<file path="src/rtl/seq_div_pkg.sv">
// Shared types and helpers for the sequential fractional divider.
package seq_div_pkg;

    typedef enum logic [1:0] {
        IDLE = 2'd0,
        CALC = 2'd1,
        SAT  = 2'd2,
        DONE = 2'd3
    } state_t;

    // Largest representable quotient for a given width.
    function automatic logic [31:0] q_max(input int unsigned w);
        return 32'((64'd1 << w) - 64'd1);
    endfunction

    // Step counter must reach QUO_W (the extra guard step when rounding).
    function automatic int unsigned cnt_width(input int unsigned quo_w);
        return $clog2(quo_w + 2);
    endfunction

    localparam int unsigned SEQ_DIV_DEF_QUO_W = 8;
    localparam int unsigned SEQ_DIV_CNT_W     = $clog2(SEQ_DIV_DEF_QUO_W + 2);

endpackage

</file>
<file path="src/rtl/seq_div_step.sv">
// One restoring-division step: shift remainder left, subtract divisor if it fits.
module seq_div_step #(
    parameter int unsigned NUM_W = 16
) (
    input  logic [NUM_W:0]   rem_i,
    input  logic [NUM_W-1:0] den_i,
    output logic [NUM_W:0]   rem_o,
    output logic             bit_o
);

    logic [NUM_W:0] shifted;
    // The remainder is always below den, so its top bit is never set.
    logic           unused_rem_msb;

    // Trial subtraction of the divisor from the doubled remainder.
    always_comb begin
        shifted        = {rem_i[NUM_W-1:0], 1'b0};
        unused_rem_msb = rem_i[NUM_W];
        bit_o          = (shifted >= {1'b0, den_i});
        rem_o          = bit_o ? (shifted - {1'b0, den_i}) : shifted;
    end

endmodule

</file>
<file path="src/rtl/seq_frac_div.sv">
// Bit-serial restoring divider: q_out = min(floor(num * 2^QUO_W / den), 2^QUO_W - 1).
// Define SEQ_FRAC_DIV_ROUND_EN to add a guard step and round to nearest (saturating).
module seq_frac_div
    import seq_div_pkg::*;
#(
    parameter int unsigned NUM_W = 16,
    parameter int unsigned QUO_W = 8
) (
    input  logic             clk,
    input  logic             rst,
    input  logic             in_valid,
    output logic             in_ready,
    input  logic [NUM_W-1:0] num,
    input  logic [NUM_W-1:0] den,
    output logic             out_valid,
    input  logic             out_ready,
    output logic [QUO_W-1:0] q_out,
    output logic             div_zero
);

    localparam int unsigned      CntW = cnt_width(QUO_W);
    localparam logic [QUO_W-1:0] QMax = QUO_W'(q_max(QUO_W));
`ifdef SEQ_FRAC_DIV_ROUND_EN
    localparam int unsigned      LastCnt = QUO_W;
`else
    localparam int unsigned      LastCnt = QUO_W - 1;
`endif

    state_t           state_q, state_d;
    logic [NUM_W:0]   rem_q, rem_d;
    logic [NUM_W-1:0] den_q, den_d;
    logic [QUO_W-1:0] quo_q, quo_d;
    logic [CntW-1:0]  cnt_q, cnt_d;
    logic             dz_pend_q, dz_pend_d;
    logic [QUO_W-1:0] q_out_q, q_out_d;
    logic             dz_q, dz_d;

    logic [NUM_W:0]   step_rem;
    logic             step_bit;
    logic [QUO_W-1:0] quo_shift;

    seq_div_step #(
        .NUM_W(NUM_W)
    ) u_step (
        .rem_i(rem_q),
        .den_i(den_q),
        .rem_o(step_rem),
        .bit_o(step_bit)
    );

`ifndef SEQ_FRAC_DIV_ROUND_EN
    // Without the guard step the oldest quotient bit is shifted straight into q_out.
    logic unused_quo_msb;
    assign unused_quo_msb = quo_q[QUO_W-1];
`endif

    assign in_ready  = (state_q == IDLE);
    assign out_valid = (state_q == DONE);
    assign q_out     = q_out_q;
    assign div_zero  = dz_q;

    // Next-state and datapath updates.
    always_comb begin
        state_d   = state_q;
        rem_d     = rem_q;
        den_d     = den_q;
        quo_d     = quo_q;
        cnt_d     = cnt_q;
        dz_pend_d = dz_pend_q;
        q_out_d   = q_out_q;
        dz_d      = dz_q;
        quo_shift = {quo_q[QUO_W-2:0], step_bit};
        unique case (state_q)
            IDLE: begin
                if (in_valid) begin
                    den_d     = den;
                    rem_d     = {1'b0, num};
                    quo_d     = '0;
                    cnt_d     = '0;
                    dz_pend_d = (den == '0);
                    // Ratio >= 1 (or undefined) saturates without iterating.
                    state_d   = ((den == '0) || (num >= den)) ? SAT : CALC;
                end
            end
            CALC: begin
                rem_d = step_rem;
                cnt_d = cnt_q + CntW'(1);
`ifdef SEQ_FRAC_DIV_ROUND_EN
                if (cnt_q == CntW'(LastCnt)) begin
                    // step_bit is the guard bit here; quo_q already holds the floor.
                    q_out_d = (quo_q == QMax) ? QMax : (quo_q + QUO_W'(step_bit));
                    dz_d    = 1'b0;
                    state_d = DONE;
                end else begin
                    quo_d = quo_shift;
                end
`else
                quo_d = quo_shift;
                if (cnt_q == CntW'(LastCnt)) begin
                    q_out_d = quo_shift;
                    dz_d    = 1'b0;
                    state_d = DONE;
                end
`endif
            end
            SAT: begin
                q_out_d = QMax;
                dz_d    = dz_pend_q;
                state_d = DONE;
            end
            DONE: begin
                if (out_ready) begin
                    state_d = IDLE;
                end
            end
            default: state_d = IDLE;
        endcase
    end

    // State register with synchronous reset.
    always_ff @(posedge clk) begin
        if (rst) begin
            state_q   <= IDLE;
            rem_q     <= '0;
            den_q     <= '0;
            quo_q     <= '0;
            cnt_q     <= '0;
            dz_pend_q <= 1'b0;
            q_out_q   <= '0;
            dz_q      <= 1'b0;
        end else begin
            state_q   <= state_d;
            rem_q     <= rem_d;
            den_q     <= den_d;
            quo_q     <= quo_d;
            cnt_q     <= cnt_d;
            dz_pend_q <= dz_pend_d;
            q_out_q   <= q_out_d;
            dz_q      <= dz_d;
        end
    end

endmodule

</file>
<file path="config.mk">
export PLATFORM = sky130hd
export DESIGN_NAME = seq_frac_div
export DESIGN_NICKNAME = d
export VERILOG_FILES = /design/src/rtl/seq_div_pkg.sv /design/src/rtl/seq_div_step.sv /design/src/rtl/seq_frac_div.sv
export SDC_FILE = /design/constraint.sdc
export NUM_CORES = 1
export LEC_CHECK = 0
export CAP_MARGIN = 15
export CELL_PAD_IN_SITES_DETAIL_PLACEMENT = 1
export CELL_PAD_IN_SITES_GLOBAL_PLACEMENT = 1
export CORE_ASPECT_RATIO = 1.75
export CORE_UTILIZATION = 30
export DETAILED_ROUTE_END_ITERATION = 10
export GPL_TIMING_DRIVEN = 0
export HOLD_SLACK_MARGIN = 0.05
export PLACE_DENSITY = 0.68
export SYNTH_ARGS = -nofsm -noshare
export SYNTH_HDL_FRONTEND = slang
export SYNTH_SLANG_ARGS = --single-unit
</file>
<file path="constraint.sdc">
create_clock -name clk -period 2.7 [get_ports clk]
set_input_delay 0.405 -clock clk [delete_from_list [all_inputs] [get_ports clk]]
set_output_delay 0.405 -clock clk [all_outputs]
set_load 0.02 [all_outputs]
</file>
Yosys cells after proc, flatten, opt, wreduce, memory -nomap -nowiden. Index checks and enable logic that the tools add are counted. Widths: inputs -> output; s select.

$add $sub $neg: 2. Order comparisons: 2. Equality and inequality tests: 7. Multiplexer cells: 16. Reductions and logical operators: 9.

Operator list (number): $mux 16 (2); $pmux 16 s2 (1); $ge 17x16->1 (1); $ge 16x16->1 (1); $logic_not 16->1 (1); $pmux 8 s2 (1); $sub 16x16->16 (1); $pmux 7 s2 (1); $mux 2 (4); $mux 8 (1); $pmux 2 s4 (1); $pmux 4 s2 (1); $mux 7 (1); $reduce_and 2->1 (3); $add 4x1->4 const B (1); $eq 2x2->1 const B (2); $eq 4x3->1 const B (1); $mux 4 (1); $ne 2x2->1 const B (2); $reduce_bool 2->1 (2); $reduce_and 3->1 (1); $eq 2x1->1 const B (1); $logic_not 2->1 (1); $ne 2x1->1 const B (1); 3 further kinds (3).

Register bits after elaboration: 55. Input bits: 36. Output and inout bits: 11. Word-level logic and storage cells: 44.

Longest topological paths before layout. Gate-level depths: netlist of the first run.

Word-level depth: 5. Gate-level depth with buffers: 11. Depth with buffers taken out: 9.

Hierarchy. Synthesis of the first run repeated with hierarchy kept, for this count alone.

Cell total of the unflattened synthesis: 485. Area total of the unflattened synthesis: 3822.4 µm².

Modules (own cells, without submodules): seq_frac_div (instances 1, cells an instance 316, area each 2681.3 µm², sequential area each 1121.1 µm²); seq_div_step (instances 1, cells an instance 169, area each 1141.1 µm², sequential area each 0.0 µm²).

Least setup slack after synthesis of the first run. Ideal clock, no wire load.

Path type: register to register. Start: register rem_q[0]. End: register rem_q[12]. Data arrival time: 2.046 ns. Required time: 2.578 ns. Setup slack: 0.532 ns. Stages on the path, launching flop included: 9. Clock period less this slack: 2.168 ns. Cells stage by stage: dfxtp_1 > inv_1 > fa_1 > nand2b_1 > a211oi_1 > o21ai_1 > and3_1 > o221a_2 > a311o_1.

Longest elaborated chain between the ends: 3. Elaborated cells between the ends (all ways): 4. Classes of those cells: 1 x add/sub; 1 x order compare; 2 x mux.

Ends and longest elaborated chain: start: declaration (RTL line seq_frac_div.sv:30) `logic [NUM_W:0] rem_q, rem_d;`; start signal: assignment (RTL line seq_frac_div.sv:133) `rem_q <= rem_d;`; $sub 16x16->16 or $ge 17x16->1 (tied branches) (RTL line seq_div_step.sv:20, seq_div_step.sv:19); $mux 16 (*) (RTL line seq_div_step.sv:20) `rem_o = bit_o ? (shifted - {1'b0, den_i}) : shifted;`; $pmux 16 s2 (*) (RTL line seq_frac_div.sv:73) `unique case (state_q)`.

Every way passes the cells marked *; elsewhere a longest branch is shown, timed or not. A chain may end at the register's enable or synchronous reset.

Final worst setup path of the first run. Ends and elaborated chain as after synthesis.

==> flow_metrics.py, run 1 <==
metrics = {
    "outcome": {
        "result_of_the_run": "finished, final reports clean",
    },
    "logic_synthesis": {
        "synth_edf_count": 0,
        "async_reset_ff_frac": 0,
        "netlist_area_um2": 3704,
        "synth_nets": 554,
        "yosys_warnings": 0,
        "ys_seq_area_frac": 0.2973,
        "postSynthAreaPerCell_um2": 7.716,
        "postSynth.topFlopCell": "sky130_fd_sc_hd__dfxtp_1",
        "netlist_instances": 480,
        "distinct_cell_type_count_after_synthesis": 52,
        "ys_seq_elements": 55,
    },
    "worst_setup_path": {
        "critical_path.endpoint_type": "flop",
        "worst_ep_arrival_time_ps": 2840,
        "cp.required_ps": 2880,
        "start_kind": "flop",
        "critical_path.top_delay_family": "compound AO/OA/AOI/OAI gates",
        "rrSetupSlack_ps": 40,
        "critical_path.slowest_cell": "sky130_fd_sc_hd__fa_1",
        "rr_worst_depth": 8,
        "crit_buf_inv": 1,
        "timing.critical_path.depth": 8,
        "critical_path_class": "reg2reg",
        "worst-path-max-fanout": 4,
        "cpPeakStageDelay_ps": 470,
        "crit_path_cell_trace": "inv_1, fa_1, nand2b_1, a211oi_1, o21ai_1, and3_1, o221a_2, a311o_1",
    },
    "clock_network": {
        "cts-buffers-inserted": 5,
        "cts.root.buffer_cell": "sky130_fd_sc_hd__clkbuf_16",
        "post_cts_hold_buffer_count": 0,
        "worst_setup_hold_path_clk_slew_ps": 70,
        "clk-insertion-delay-late_ps": 290,
        "clock_sink_count": 55,
        "tritoncts": "done",
        "number_of_h_tree_branching_levels": 2,
        "post_cts.repair.setup_buffers": 0,
        "cts_resized": 0,
        "cts-root-to-sink-buffers": 2,
    },
    "detailed_routing": {
        "num_vias": 3724,
        "postRouteAntennaNets": 0,
        "remaining_drc_errors": 0,
        "initialDrtViolationCount": 101,
        "finalWirelength_um": 12740,
        "routedWlPerCell_um": 18.22,
        "drt_first_pass_iters": 4,
        "vias_per_cell": 5.328,
    },
    "global_route": {
        "grt_util_all_layers": 0.2101,
        "first_pass_grt_wire_length_um": 20630,
        "grt_antenna_before_repair": 0,
        "largest_net_degree_at_the_start_of_global_routing": 16,
        "vias_in_the_first_global_route": 4101,
        "globalRoute.totalOverflow": 0,
    },
    "final_layout": {
        "nNetsFinal": 607,
        "most-common-layout-cells": "sky130_fd_sc_hd__nand2_1, sky130_fd_sc_hd__dfxtp_1, sky130_fd_sc_hd__clkdlybuf4s50_1",
        "postLayoutCoreUtil": 0.3756,
        "layout-drive-gt1-share": 0.03745,
        "area_delta_synth_final_pct": 21.72,
        "antenna-diode-count": 0,
        "n_fill_cell": 1479,
        "layout.cells.most_common": "sky130_fd_sc_hd__nand2_1",
    },
    "placed_design": {
        "detailed_place_hpwl_um": 10730,
        "globalplace.congestion": 0.8378,
        "numPortBuffers": 46,
    },
    "run": {
        "drv.max_cap_violation_count": 0,
    },
    "timing": {
        "final.period_utilization": 0.9836,
        "finalHoldWorstSlack_ps": 463.5,
        "clock_skew_after_layout_ps": 5.269,
        "final_setup_violations": 0,
        "final_hold_viol_count": 0,
        "timing.final.crit_period_ps": 2656,
        "relSlewSlack": 0.5435,
        "timing.final.max_slew_violations": 0,
        "max_freq_mhz": 376.5,
        "worst_pin_slew_ps": 678.5,
        "grt_setup_unrepaired": "false",
        "setup_tns_ps": 0,
    },
    "power_and_ir_drop": {
        "report.power.total_w": 0.005881,
        "total_leakage_power_nw": 1.742,
        "power-per-cell-area_nw_per_um2": 1305,
        "power.ir.vdd_worst_mv": 0.3537,
    },
    "floorplan": {
        "floorplan.io_pins": 47,
        "die_area_um2": 12810,
        "start_util": 0.3086,
        "die-height_um": 149.0,
        "coreArea_um2": 12000,
        "dieWidth_um": 85.99,
        "row_count": 53,
    },
    "worst_hold_path": {
        "hold_path_class": "reg2reg",
        "worst_hold_path.num_cells": 2,
    },
}
[logic make-up after synthesis]
group,count (synthesis),share of synthesized area
and+or+nand+nor,175,0.2199
AOI/OAI and AO/OA,136,0.2544
buffers and inverters,64,0.06891
DFF,55,0.2973
adders and majority gates,38,0.1304
xor gates and xnor gates,10,0.02365
muxes,2,0.005406
[layout make-up]
class	instances	area (um2)	share of cell area
Inverter	38	142.6	0.03164
Buffer	26	112.6	0.02498
Sequential cell	55	1101	0.2442
Timing Repair Buffer	46	460.4	0.1021
Clock inverter	1	5.005	0.001110
Multi-Input combinational cell	361	2347	0.5207
Clock buffer	7	132.6	0.02942
Tap cell	165	206.4	0.04580
[worst register-to-register path, delay by kind of cell, from the launching register on]
kind | cells | cell delay [ps]
flip-flops | 1 | 400
AND/OR/NAND/NOR | 2 | 440
adder cells (fa/ha/maj) | 1 | 470
AO/OA/AOI/OAI | 4 | 1150
buffers and inverters | 1 | 90
[synthesized netlist by cell type, drive strengths merged (2+ instances only)]
cell / count / area share
dfxtp: 55 / 0.30
inv: 37 / 0.037
nor2b: 4 / 0.0068
nand3b: 3 / 0.0061
or2: 2 / 0.0034
xnor2: 4 / 0.0095
clkbuf: 18 / 0.018
and2: 2 / 0.0034
xor2: 6 / 0.014
a21o: 3 / 0.0061
nand4b: 3 / 0.0071
buf: 8 / 0.012
nand2: 63 / 0.064
a21oi: 39 / 0.055
nand3: 2 / 0.0027
o21a: 7 / 0.014
nand2b: 11 / 0.019
a22oi: 22 / 0.045
o221ai: 7 / 0.017
ha: 37 / 0.12
o41ai: 2 / 0.0047
o21ai: 15 / 0.020
o2111ai: 4 / 0.0095
o32a: 4 / 0.011
o31ai: 3 / 0.0061
nor2: 42 / 0.043
a211oi: 6 / 0.014
and4: 2 / 0.0047
nor4: 6 / 0.010
nand4: 7 / 0.012
mux2i: 2 / 0.0054
a32oi: 2 / 0.0047
o211ai: 11 / 0.022
a31o: 2 / 0.0047
a311o: 2 / 0.0054
or3: 2 / 0.0034
a31oi: 2 / 0.0034
nor3: 25 / 0.034
[stage by stage]
| stage | cell area (um2) | cells | setup WS (ps) |
|---|---|---|---|
| 2_1_floorplan | 3704 | 480 | 531.6 |
| 3_3_place_gp | 4370 | 691 | 127.7 |
| 3_5_place_dp | 4370 | 691 | 59.53 |
| 4_1_cts | 4508 | 699 | 95.82 |
| 5_1_grt | 4508 | 699 | 0.01354 |
| 6_report | 4508 | 699 | 44.28 |
[sequential cells by signal (all words and copies together), names as in the netlist]
name / cells
den_q: 16
quo_q: 7
div_zero: 1
rem_q: 16
q_out: 8
cnt_q: 4
dz_pend_q: 1
state_q: 2
[worst paths after layout]
path / start / to
setup / recovery: rem_q[0]$_SDFFE_PP0P_ / rem_q[12]$_SDFFE_PP0P_
hold / removal: den_q[3]$_SDFFE_PP0P_ / den_q[3]$_SDFFE_PP0P_
setup reg to reg: rem_q[0]$_SDFFE_PP0P_ / rem_q[12]$_SDFFE_PP0P_
hold reg to reg: den_q[3]$_SDFFE_PP0P_ / den_q[3]$_SDFFE_PP0P_
[power by group]
part           internal [W]  switching (W)  leakage, nW
combinational       0.00149        0.00254         1.22
sequential          0.00104       0.000178        0.450
clock              0.000344       0.000290       0.0679
total               0.00288        0.00300         1.74
[metal layers]
layer  wire (um)  global-route usage
met3         247             0.02158
met5           0                   0
met2        7256              0.4210
met1        4668              0.2044
met4         562              0.1075
Power figures use the tool's default switching activity.
==> run 2, diff against run 1 <==
- clock period: 2.7 -> 2.72 ns (I/O delays scaled with it)
==> results of run 2 <==
Same layout as run 1 (identical final DEF). Status: finished, final reports clean.
Main changes from that run: setup slack after placement 59.53 ps -> 76.53 ps; setup slack after layout 44.28 ps -> 64.28 ps; register-to-register setup slack 40 ps -> 60 ps; total power 0.005881 W -> 0.005838 W; worst IR drop on VDD 0.3537 mV -> 0.3511 mV
